[config.mk]
export PLATFORM = sky130hd
export DESIGN_NAME = axil_bcast_wr_ctrl
export DESIGN_NICKNAME = d
export VERILOG_FILES = /design/src/rtl/axil_bcast_wr_ctrl.sv
export SDC_FILE = /design/constraint.sdc
export NUM_CORES = 1
export LEC_CHECK = 0
export ABC_AREA = 1
export ABC_CLOCK_PERIOD_IN_PS = 3500
export BUFFER_PORTS_ARGS = -buffer_cell sky130_fd_sc_hd__buf_2
export CORE_AREA = 2 2 157 159
export CTS_BUF_LIST = sky130_fd_sc_hd__clkbuf_2
export DETAILED_ROUTE_END_ITERATION = 6
export DIE_AREA = 0 0 159 161
export GPL_ROUTABILITY_DRIVEN = 0
export PLACE_DENSITY_LB_ADDON = 0.1
export SETUP_SLACK_MARGIN = 0.15
export SYNTH_ARGS = -nofsm -noshare
export SYNTH_HDL_FRONTEND = slang
export SYNTH_SLANG_ARGS = --single-unit
[constraint.sdc]
create_clock -name clk -period 3.5 [get_ports clk]
set_input_delay 0.7 -clock clk [delete_from_list [all_inputs] [get_ports clk]]
set_output_delay 0.7 -clock clk [all_outputs]
set_load 0.005 [all_outputs]
[src/rtl/axil_bcast_wr_ctrl.sv]
// AXI4-lite write broadcaster: one slave write is replayed to every enabled master
// lane, and the lane B responses are merged into a single upstream B response.
module axil_bcast_wr_ctrl #(
    parameter int M_COUNT    = 4,
    parameter int ADDR_WIDTH = 32,
    parameter int DATA_WIDTH = 32,
    parameter int STRB_WIDTH = DATA_WIDTH / 8
) (
    input  logic                          clk,
    input  logic                          rst,
    input  logic [M_COUNT-1:0]            m_en,

    input  logic [ADDR_WIDTH-1:0]         s_axil_awaddr,
    input  logic [2:0]                    s_axil_awprot,
    input  logic                          s_axil_awvalid,
    output logic                          s_axil_awready,
    input  logic [DATA_WIDTH-1:0]         s_axil_wdata,
    input  logic [STRB_WIDTH-1:0]         s_axil_wstrb,
    input  logic                          s_axil_wvalid,
    output logic                          s_axil_wready,
    output logic [1:0]                    s_axil_bresp,
    output logic                          s_axil_bvalid,
    input  logic                          s_axil_bready,

    output logic [M_COUNT*ADDR_WIDTH-1:0] m_axil_awaddr,
    output logic [M_COUNT*3-1:0]          m_axil_awprot,
    output logic [M_COUNT-1:0]            m_axil_awvalid,
    input  logic [M_COUNT-1:0]            m_axil_awready,
    output logic [M_COUNT*DATA_WIDTH-1:0] m_axil_wdata,
    output logic [M_COUNT*STRB_WIDTH-1:0] m_axil_wstrb,
    output logic [M_COUNT-1:0]            m_axil_wvalid,
    input  logic [M_COUNT-1:0]            m_axil_wready,
    input  logic [M_COUNT*2-1:0]          m_axil_bresp,
    input  logic [M_COUNT-1:0]            m_axil_bvalid,
    output logic [M_COUNT-1:0]            m_axil_bready,

    output logic                          busy,
    output logic [M_COUNT-1:0]            last_err_mask
);

    typedef enum logic [1:0] {IDLE, ISSUE, RESP} state_t;

    state_t                  state_reg;
    logic [ADDR_WIDTH-1:0]   addr_reg;
    logic [2:0]              prot_reg;
    logic [DATA_WIDTH-1:0]   data_reg;
    logic [STRB_WIDTH-1:0]   strb_reg;
    logic [M_COUNT-1:0]      aw_pend_reg, w_pend_reg, b_pend_reg;
    logic [1:0]              resp_acc_reg;
    logic [M_COUNT-1:0]      err_acc_reg;
    logic                    bvalid_reg;
    logic [1:0]              bresp_reg;
    logic [M_COUNT-1:0]      last_err_reg;

    logic                    accept;
    logic [M_COUNT-1:0]      b_hs;
    logic [M_COUNT-1:0]      aw_pend_next, w_pend_next, b_pend_next;
    logic [1:0]              resp_acc_next;
    logic [M_COUNT-1:0]      err_acc_next;

    // AW and W are only ever taken together so every lane sees a complete write.
    assign accept         = (state_reg == IDLE) && s_axil_awvalid && s_axil_wvalid;
    assign s_axil_awready = accept;
    assign s_axil_wready  = accept;
    assign s_axil_bvalid  = bvalid_reg;
    assign s_axil_bresp   = bresp_reg;
    assign busy           = (state_reg != IDLE);
    assign last_err_mask  = last_err_reg;

    // Pend masks are nonzero only in ISSUE, so they double as the lane valids.
    assign m_axil_awvalid = aw_pend_reg;
    assign m_axil_wvalid  = w_pend_reg;
    assign m_axil_bready  = b_pend_reg & ~aw_pend_reg & ~w_pend_reg;
    assign b_hs           = m_axil_bvalid & m_axil_bready;

    generate
        for (genvar gi = 0; gi < M_COUNT; gi++) begin : g_lane
            assign m_axil_awaddr[gi*ADDR_WIDTH +: ADDR_WIDTH] = addr_reg;
            assign m_axil_awprot[gi*3 +: 3]                   = prot_reg;
            assign m_axil_wdata[gi*DATA_WIDTH +: DATA_WIDTH]  = data_reg;
            assign m_axil_wstrb[gi*STRB_WIDTH +: STRB_WIDTH]  = strb_reg;
        end
    endgenerate

    always_comb begin
        aw_pend_next  = aw_pend_reg & ~(aw_pend_reg & m_axil_awready);
        w_pend_next   = w_pend_reg & ~(w_pend_reg & m_axil_wready);
        b_pend_next   = b_pend_reg & ~b_hs;
        resp_acc_next = resp_acc_reg;
        err_acc_next  = err_acc_reg;
        for (int i = 0; i < M_COUNT; i++) begin
            if (b_hs[i]) begin
                if (m_axil_bresp[i*2 +: 2] > resp_acc_next)
                    resp_acc_next = m_axil_bresp[i*2 +: 2];
                err_acc_next[i] = |m_axil_bresp[i*2 +: 2];
            end
        end
    end

    always_ff @(posedge clk or posedge rst) begin
        if (rst) begin
            state_reg    <= IDLE;
            addr_reg     <= '0;
            prot_reg     <= '0;
            data_reg     <= '0;
            strb_reg     <= '0;
            aw_pend_reg  <= '0;
            w_pend_reg   <= '0;
            b_pend_reg   <= '0;
            resp_acc_reg <= '0;
            err_acc_reg  <= '0;
            bvalid_reg   <= 1'b0;
            bresp_reg    <= '0;
            last_err_reg <= '0;
        end else begin
            case (state_reg)
                IDLE: begin
                    if (accept) begin
                        addr_reg     <= s_axil_awaddr;
                        prot_reg     <= s_axil_awprot;
                        data_reg     <= s_axil_wdata;
                        strb_reg     <= s_axil_wstrb;
                        aw_pend_reg  <= m_en;
                        w_pend_reg   <= m_en;
                        b_pend_reg   <= m_en;
                        resp_acc_reg <= '0;
                        err_acc_reg  <= '0;
                        if (m_en == '0) begin
                            // Nobody to write to: answer immediately with DECERR.
                            state_reg    <= RESP;
                            bvalid_reg   <= 1'b1;
                            bresp_reg    <= 2'b11;
                            last_err_reg <= '0;
                        end else begin
                            state_reg <= ISSUE;
                        end
                    end
                end
                ISSUE: begin
                    aw_pend_reg  <= aw_pend_next;
                    w_pend_reg   <= w_pend_next;
                    b_pend_reg   <= b_pend_next;
                    resp_acc_reg <= resp_acc_next;
                    err_acc_reg  <= err_acc_next;
                    if ((aw_pend_next | w_pend_next | b_pend_next) == '0) begin
                        state_reg    <= RESP;
                        bvalid_reg   <= 1'b1;
                        bresp_reg    <= resp_acc_next;
                        last_err_reg <= err_acc_next;
                    end
                end
                RESP: begin
                    if (s_axil_bready) begin
                        bvalid_reg <= 1'b0;
                        state_reg  <= IDLE;
                    end
                end
                default: state_reg <= IDLE;
            endcase
        end
    end

endmodule

==> reports/qor.yml, run 1 <==
cp.required_ps: 4010
clk_latency_ps: 640
cpMostUsedCell: "nand2_1"
start_util_pct: 25.27
slew_violations: 0
slew_headroom_pct: 26.65
rows: 57
clockPowerShare_pct: 8.8
synth_edf_count: 0
fp.dieArea_mm2: 0.02560
worstMarginPinSlew_ps: 1096
cts_num_sinks: 98
crit_arrival_ps: 3990
synthArstFlopShare_pct: 100.0
fin_crit_ps: 3478
synth_ff_type: "dfrtp_1"
sw_frac_of_total_pct: 45.69
cpPeakStageDelay_ps: 470
finalSetupViolations: 0
power_switching_mw: 2.961
fin_worst_skew_ps: 63.52
clk_pin_slew_ps: 300
yosysTopAreaCell: "dfrtp_1"
yosysWarningCount: 0
ys_ff_latch: 98
die_x_um: 159
mostFrequentLayoutCell: "buf_2"
grt-ovfl-total: 0
wl_mm: 19.27
end_kind: "register"
startpoint_type: "register"
netlist_top_cells_area: "dfrtp_1 40%, buf_4 27%, nand2_1 17%, inv_1 2.7%, ha_1 2.5%"
area_growth_pct: 19.28
min_period_over_period_pct: 99.39
design_area_mm2: 0.007223
drc_errors: 0
vias: 5099
syn_nets: 870
rsz0062_at_grt: "true"
synth-seq-area-share_pct: 40.50
cp_max_fo: 2
p_comb_share_pct: 55.6
max_freq_mhz: 287.5
irDropWorstVdd_mv: 0.2474
port-buffer-count: 405
hold_viol: 0
p_leak_nw: 4.449
htreeDepth: 3
grt_util_all_layers_pct: 14.37
drt.antenna.violating_nets: 0
cts_buffers: 9
cpMaxStageDelayCell: "dfrtp_1"
maxCapViolCount: 0
clock_path_buffers: 2
cts_root_buffer: "clkbuf_2"
critPathTopFamily: "simple AND/OR/NAND/NOR gates"
dp_slack_ps: -457.9
setup_slack_ps: 21.51
viasPerCell: 3.937
die_h_um: 161
final_cell_mix: "405 x buf_2, 269 x nand2_1, 98 x dfrtp_1"
status: "finished clean"
ios: 406
worstSetupPathType: "reg -> reg"
grt_max_degree: 74
yosysTopAreaCellShare_pct: 40.50
drt_first_pass_iters: 4
finalSetupTns_ps: 0
final_layout_size_suffix_gt1_share_pct: 50.88
netlist_instances: 758
grt_pass1_vias: 4628
syn_area_mm2: 0.006056
fin_nets: 1076
p_seq_share_pct: 35.6
hp-class: "in -> async"
worst-path-buf-inv: 4
grt_first_pass_wirelength_mm: 28.31
p_int_mw: 3.519
drt_iter0_markers: 206
antenna_found_initial: 4
ys_types: 32
tritoncts: "yes"
syn_area_per_cell_um2: 7.989
powerDensity_mw_per_mm2: 897.1
dpl_cell_area_mm2: 0.006972
post-route-util_pct: 30.14
core_area_mm2: 0.02396
wl_per_cell_um: 14.88
dpl.hpwl_mm: 14.51
layer usage:
metal | up-vias | track usage (%) | share of wire, %
met1 | 2378 | 17.72 | 41
met5 | - | 0 | 0.16
met3 | 14 | 3.416 | 6.4
met4 | 4 | 4.215 | 1.1
li1 | 2511 | - | -
met2 | 192 | 25.02 | 52
cell usage after synthesis (2+ instances only):
| cell | instances |
|---|---|
| a21oi_1 | 5 |
| a31oi_1 | 3 |
| buf_1 | 4 |
| buf_2 | 6 |
| buf_4 | 215 |
| clkbuf_1 | 8 |
| dfrtp_1 | 98 |
| ha_1 | 12 |
| inv_1 | 43 |
| inv_2 | 5 |
| nand2_1 | 272 |
| nand2_2 | 5 |
| nand3_1 | 17 |
| nand4_1 | 2 |
| nor2_1 | 23 |
| nor2_2 | 4 |
| o211ai_1 | 8 |
| o21ai_0 | 6 |
| o21ai_2 | 5 |
| o221ai_1 | 4 |
| or2_1 | 2 |
final cells by class:
class	instances	area, um2
inverters	48	195.2
well taps	324	405.4
clock buffers	9	45.04
multi-input cells	378	1836
clock inverters	7	65.06
diodes	2	5.005
flip-flops and latches	98	2452
fillers	2683	16740
repair buffers	429	2220
cells by family after synthesis:
| kind of cell | count (synthesis) | share of synthesized area (%) |
|---|---|---|
| and+or+nand+nor | 331 | 21.98 |
| buffers and inverters | 282 | 31.05 |
| DFF | 98 | 40.50 |
| AOI/OAI and AO/OA | 35 | 3.988 |
| adders and majority gates | 12 | 2.479 |
stage by stage:
| step | power, mW | hold WS [ps] | instances |
|---|---|---|---|
| 2_1_floorplan | 5.307 | 445.0 | 758 |
| 3_3_place_gp | 5.924 | 463.0 | 1268 |
| 3_5_place_dp | 5.899 | 461.7 | 1268 |
| 4_1_cts | 6.546 | 92.14 | 1292 |
| 5_1_grt | 7.110 | 112.2 | 1294 |
| 6_report | 6.480 | 126.0 | 1295 |
worst paths after layout:
path / end / slack, ps / startpoint / depth (start not counted)
setup / recovery: resp_acc_reg[0] / 20 / resp_acc_reg[1] / 31
hold / removal: data_reg[1] / 130 / rst / 2
min in group clk: addr_reg[17] / 210 / s_axil_awaddr[17] / 3
max in group asynchronous: data_reg[30] / 2610 / rst / 3
hold reg to reg: s_axil_bvalid / 510 / s_axil_bvalid / 2
setup reg to reg: resp_acc_reg[0] / 20 / resp_acc_reg[1] / 31
worst reg2reg max path: cells and delay by family (launching register included):
kind	cells	cell delay [ps]
compound gates	2	280
fa+ha+maj	4	800
buf+inv	4	240
flops	1	470
simple gates	21	1560
power groups by stage:
stage          Clock (mW)  Combinational, mW  Sequential [mW]
4_1_cts             0.616               3.60             2.33
3_5_place_dp            0               3.54             2.36
3_3_place_gp            0               3.59             2.34
6_report            0.569               3.61             2.31
5_1_grt             0.654               4.03             2.43
2_1_floorplan           0               3.06             2.25
what timing repair did:
item	in CTS	in global routing
pin swaps	22	15
setup buffers	8	1
gates cloned	0	0
resized for setup	3	17
hold buffers	0	0
setup endpoints to repair	2	2
(Power assumes the default switching activity.)
==> run 2: changes to the inputs <==
- GPL_TIMING_DRIVEN: unset -> 0
==> run 2 against run 1 <==
Effect of this change:
- die area stayed put
- sequential cell count stayed put
- hold slack worse by 1.1 ps
- utilization is 6.9 points higher
- cell area is 23% higher
- fmax is 1.7% higher
- sequential share of layout area is 6.3 points lower
- critical path depth is 1 lower
- count of clock-buffer cells in the layout is 2 higher
- clock skew is 30 ps lower
- worst setup slack better by 59 ps
- critical path type unchanged
- critical endpoint is now s_axil_bresp[0]
- largest power group unchanged
- highest routed layer is now met4
==> reports/qor.yml, run 2 (same netlist as run 1, synthesis figures left out) <==
status: "finished clean"
drt_iter0_markers: 158  # -23%
powerDensity_mw_per_mm2: 926.8  # +3.3%
dpl.hpwl_mm: 17.04  # +17%
drt_first_pass_iters: 4  # unchanged
dp_slack_ps: -431.7  # +26.26 ps
sw_frac_of_total_pct: 39.36  # -6.3 points
cts_hold_buf: 0  # unchanged
hp-class: "in -> async"
drt.antenna.violating_nets: 0  # unchanged
setup_slack_ps: 80.29  # +58.78 ps
final_layout_size_suffix_gt1_share_pct: 58.81  # +7.9 points
slew_violations: 0  # unchanged
die_x_um: 159  # unchanged
worst-path-buf-inv: 5  # +1
wl_mm: 21.32  # +11%
hold_viol: 0  # unchanged
grt_pass1_vias: 5386  # +16%
rows: 57  # unchanged
power_switching_mw: 3.238  # +9.4%
p_comb_share_pct: 63.9  # +8.3 points
grt_util_all_layers_pct: 16.14  # +1.8 points
viasPerCell: 3.739  # -5.0%
grt_first_pass_wirelength_mm: 31.97  # +13%
cpMostUsedCell: "nor2_1"
wl_per_cell_um: 13.95  # -6.2%
p_leak_nw: 5.547  # +25%
clock_path_buffers: 2  # unchanged
clk_latency_ps: 610  # -30 ps
slew_headroom_pct: 56.50  # +30 points
power_mw: 8.226  # +27%
p_int_mw: 4.988  # +42%
p_seq_share_pct: 29.1  # -6.5 points
die_h_um: 161  # unchanged
critPathTopFamily: "simple AND/OR/NAND/NOR gates"
startpoint_type: "register"
cpPeakStageDelay_ps: 470  # about the same
cts_num_sinks: 98  # unchanged
mostFrequentLayoutCell: "buf_2"
irDropWorstVdd_mv: 0.2758  # +12%
cpMaxStageDelayCell: "dfrtp_1"
fin_worst_skew_ps: 33.14  # -30.38 ps
start_util_pct: 25.27  # unchanged
worstMarginPinSlew_ps: 652.5  # -443.8 ps
tritoncts: "yes"
htreeDepth: 3  # unchanged
cts_root_buffer: "clkbuf_2"
vias: 5713  # +12%
finalSetupViolations: 0  # unchanged
min_period_over_period_pct: 97.71  # -1.7 points
antenna_found_initial: 7  # +3
rsz0062_at_grt: "true"
grt_max_degree: 54  # -27%
core_area_mm2: 0.02396  # unchanged
crit_arrival_ps: 3940  # -50 ps
clk_pin_slew_ps: 280  # -20 ps
fp.dieArea_mm2: 0.02560  # unchanged
drc_errors: 0  # unchanged
final_cell_mix: "411 x buf_2, 269 x nand2_1, 232 x buf_4"
cp.required_ps: 4020  # about the same
ios: 406  # unchanged
cp_max_fo: 2  # unchanged
clockPowerShare_pct: 7.0  # -1.8 points
fin_crit_ps: 3420  # -58.78 ps
max_freq_mhz: 292.4  # +1.7%
end_kind: "register"
post-route-util_pct: 37.04  # +6.9 points
fin_cells: 1528  # +18%
worstSetupPathType: "reg -> reg"
cts_buffers: 9  # unchanged
port-buffer-count: 405  # unchanged
maxCapViolCount: 0  # unchanged
fin_nets: 1304  # +21%
area_growth_pct: 46.57
finalSetupTns_ps: 0  # unchanged
dp_cells: 1488  # +17%
grt-ovfl-total: 0  # unchanged
-- run 2: path summary, 6_finish.rpt --
check / start / to / slack, ps / cells past startpoint
setup / recovery: resp_acc_reg[1] / s_axil_bresp[0] / 80 / 30
hold / removal: rst / data_reg[5] / 120 / 2
setup reg to reg: resp_acc_reg[1] / s_axil_bresp[0] / 80 / 30
hold reg to reg: s_axil_bvalid / s_axil_bvalid / 500 / 2
max in group asynchronous: rst / addr_reg[27] / 2690 / 3
min in group clk: s_axil_wdata[4] / data_reg[4] / 260 / 3
-- run 2: metal layers --
metal  global-route usage [%]  vias up  part of all wire (%)
li1                         -     2980                     -
met1                    18.28     2540                    40
met2                    30.26      182                    53
met3                    4.237       11                   6.1
met4                    3.760        0                  0.92
met5                        0        -                     0
-- run 2: worst register-to-register path, delay by kind of cell (launching register included) --
family	cells	cell delay, ps
AND/OR/NAND/NOR	19	1500
adder cells (fa/ha/maj)	4	800
flip-flops	1	470
buffers and inverters	5	290
AO/OA/AOI/OAI	2	260
-- run 2: through the flow --
stage | hold WS [ps] | cell area (um2)
floorplan | 445.0 | 6100
global placement | 460.0 | 8532
detailed placement | 455.8 | 8562
CTS | 95.24 | 8798
global route | 59.59 | 8869
finish | 125.0 | 8876
-- run 2: timing repair --
action                     in CTS  in global routing
setup buffers                  13                  4
pin swaps                      23                 17
setup endpoints to repair       2                  2
gates resized for setup         8                  9
-- run 2: power by group through the flow --
stage / sequential (mW) / combinational (mW) / clock [mW]
final: 2.39 / 5.26 / 0.579
after global routing: 2.52 / 5.81 / 0.662
after CTS: 2.42 / 5.29 / 0.617
after detailed placement: 2.44 / 5.22 / 0
after global placement: 2.42 / 5.25 / 0
after floorplan: 2.25 / 3.06 / 0
-- run 2: area by class of cell --
type / count / area, um2
Clock inverter: 5 / 55.05
Tap cell: 324 / 405.4
Fill cell: 2604 / 15090
Clock buffer: 11 / 55.05
Sequential cell: 98 / 2452
Antenna cell: 7 / 17.52
Timing Repair Buffer: 423 / 2182
Inverter: 48 / 195.2
Multi-Input combinational cell: 378 / 1813
Buffer: 234 / 1700
==> run 3: changes to the inputs <==
- RECOVER_POWER: unset -> 100
==> run 3 against run 2 <==
Effect of this change:
- utilization decreased by 0.49 points
- largest cell class unchanged
- critical endpoint unchanged
- the run now ends with capacitance limit, slew limit left
- non-clock buffer count unchanged
- sequential power about the same
- total power decreased by 3.0%
- largest power group unchanged
- cell count unchanged
- hold slack improved by 120 ps
- critical path depth unchanged
==> reports/qor.yml, run 3 (same netlist as run 1, synthesis figures left out) <==
n_fill_cell: 2634  # +1.2%
drt_first_pass_iters: 4  # unchanged
area_growth_pct: 44.63
grt_util_all_layers_pct: 16.14  # unchanged
drt_iter0_markers: 179  # +13%
cp_max_fo: 2  # unchanged
cpMaxStageDelayCell: "dfrtp_1"
cts_hold_buf: 0  # unchanged
drt.antenna.violating_nets: 0  # unchanged
final_cell_mix: "367 x buf_2, 270 x nand2_1, 213 x clkbuf_4"
maxCapViolCount: 1  # +1
fin_worst_skew_ps: 34.11  # +0.9652 ps
status: "finished with violations"
slew_violations: 47  # +47
powerDensity_mw_per_mm2: 910.7  # -1.7%
cts_num_sinks: 98  # unchanged
grt-ovfl-total: 0  # unchanged
wl_mm: 21.18  # -0.65%
p_seq_share_pct: 29.6  # +0.5 points
end_kind: "register"
irDropWorstVdd_mv: 0.2664  # -3.4%
worstMarginPinSlew_ps: 2171  # +1518 ps
mostFrequentLayoutCell: "buf_2"
grt_first_pass_wirelength_mm: 31.97  # unchanged
hp-class: "in -> reg"
die_x_um: 159  # unchanged
cpPeakStageDelay_ps: 470  # about the same
timing.rr.start: "resp_acc_reg[1]"
design_area_mm2: 0.008758  # -1.3%
grt_pass1_vias: 5386  # unchanged
worstHoldStart: "s_axil_wdata[4]"
startpoint_type: "register"
p_comb_share_pct: 63.1  # -0.8 points
ios: 406  # unchanged
cts_buffers: 9  # unchanged
viasPerCell: 3.736  # about the same
clk_latency_ps: 610  # about the same
start_util_pct: 25.27  # unchanged
p_int_mw: 4.792  # -3.9%
slew_headroom_pct: -45.52  # -100 points
crit_arrival_ps: 3940  # about the same
core_area_mm2: 0.02396  # unchanged
final_layout_size_suffix_gt1_share_pct: 54.30  # -4.5 points
fin_nets: 1304  # unchanged
port-buffer-count: 405  # unchanged
antenna_found_initial: 7  # unchanged
p_leak_nw: 5.300  # -4.5%
worstSetupStartpoint: "resp_acc_reg[1]"
htreeDepth: 3  # unchanged
clock_path_buffers: 2  # unchanged
cpMostUsedCell: "nor2_1"
sw_frac_of_total_pct: 39.92  # +0.55 points
cp.required_ps: 4020  # about the same
min_period_over_period_pct: 97.65  # about the same
wl_per_cell_um: 13.86  # -0.65%
dpl_cell_area_mm2: 0.008562  # unchanged
tritoncts: "yes"
clockPowerShare_pct: 7.3  # +0.3 points
fp.dieArea_mm2: 0.02560  # unchanged
power_switching_mw: 3.184  # -1.7%
finalSetupViolations: 0  # unchanged
cts_root_buffer: "clkbuf_2"
max_freq_mhz: 292.6  # about the same
rows: 57  # unchanged
die_h_um: 161  # unchanged
rsz0062_at_grt: "true"
grt_max_degree: 54  # unchanged
violations: "capacitance limit, slew limit"
clk_pin_slew_ps: 290  # about the same
hold_viol: 0  # unchanged
fin_crit_ps: 3418  # -1.892 ps
dpl.hpwl_mm: 17.04  # unchanged
vias: 5708  # -0.088%
power_mw: 7.976  # -3.0%
drc_errors: 0  # unchanged
worstSetupPathType: "reg -> reg"
-- run 3: power by group through the flow --
stage | Sequential, mW | Clock [mW] | Combinational, mW
floorplan | 2.25 | 0 | 3.06
global placement | 2.42 | 0 | 5.25
detailed placement | 2.44 | 0 | 5.22
CTS | 2.42 | 0.617 | 5.29
global route | 2.50 | 0.662 | 5.61
finish | 2.36 | 0.582 | 5.03
-- run 3: final timing paths --
path,endpoint,slack (ps),depth (start not counted)
worst min-delay path,data_reg[4],250,3
max in group asynchronous,data_reg[29],800,3
worst max register to register,s_axil_bresp[0],80,30
min in group asynchronous,data_reg[5],590,2
worst min register to register,s_axil_bvalid,500,2
worst max-delay path,s_axil_bresp[0],80,30
-- run 3: repair_timing --
item	CTS	global route
setup buffers	13	4
hold endpoints to repair	0	0
gates resized for setup	8	9
pin swaps	23	17
endpoints found under the setup margin	2	2
-- run 3: per-stage QoR --
stage | utilization, % | worst slack [ps] | hold WS (ps) | setup TNS (ps) | cells
final | 36.55 | 82.18 | 245.5 | 0 | 1528
after detailed placement | 35.73 | -431.7 | 455.8 | -824.6 | 1488
after CTS | 36.72 | 31.01 | 95.24 | 0 | 1517
after floorplan | - | 35.36 | 445.0 | 0 | 758
after global placement | 35.60 | -1359 | 460.0 | -133180 | 1487
after global routing | 36.52 | -218.3 | 154.9 | -436.5 | 1525
-- run 3: per-layer routing --
layer  wire length (um)  GRT usage, %
met2              11240         30.26
met5                  0             0
met3               1296         4.237
met4                246         3.760
met1               8399         18.28
-- run 3: cell type report --
cell class	instances	area (um2)	share of cell area (%)
plain buffers	234	1687	19.26
clock inverters	5	55.05	0.6286
well taps	324	405.4	4.629
multi-input cells	378	1784	20.37
inverters	48	193.9	2.214
clock buffers	11	55.05	0.6286
flip-flops and latches	98	2452	28.00
diodes	7	17.52	0.2000
repair buffers	423	2108	24.07
-- run 3: worst max-delay path: cells and delay by family, from the launching register on --
family	cells	cell delay, ps
adder cells (fa/ha/maj)	4	800
flip-flops	1	470
AO/OA/AOI/OAI	2	260
buffers and inverters	5	290
AND/OR/NAND/NOR	19	1500
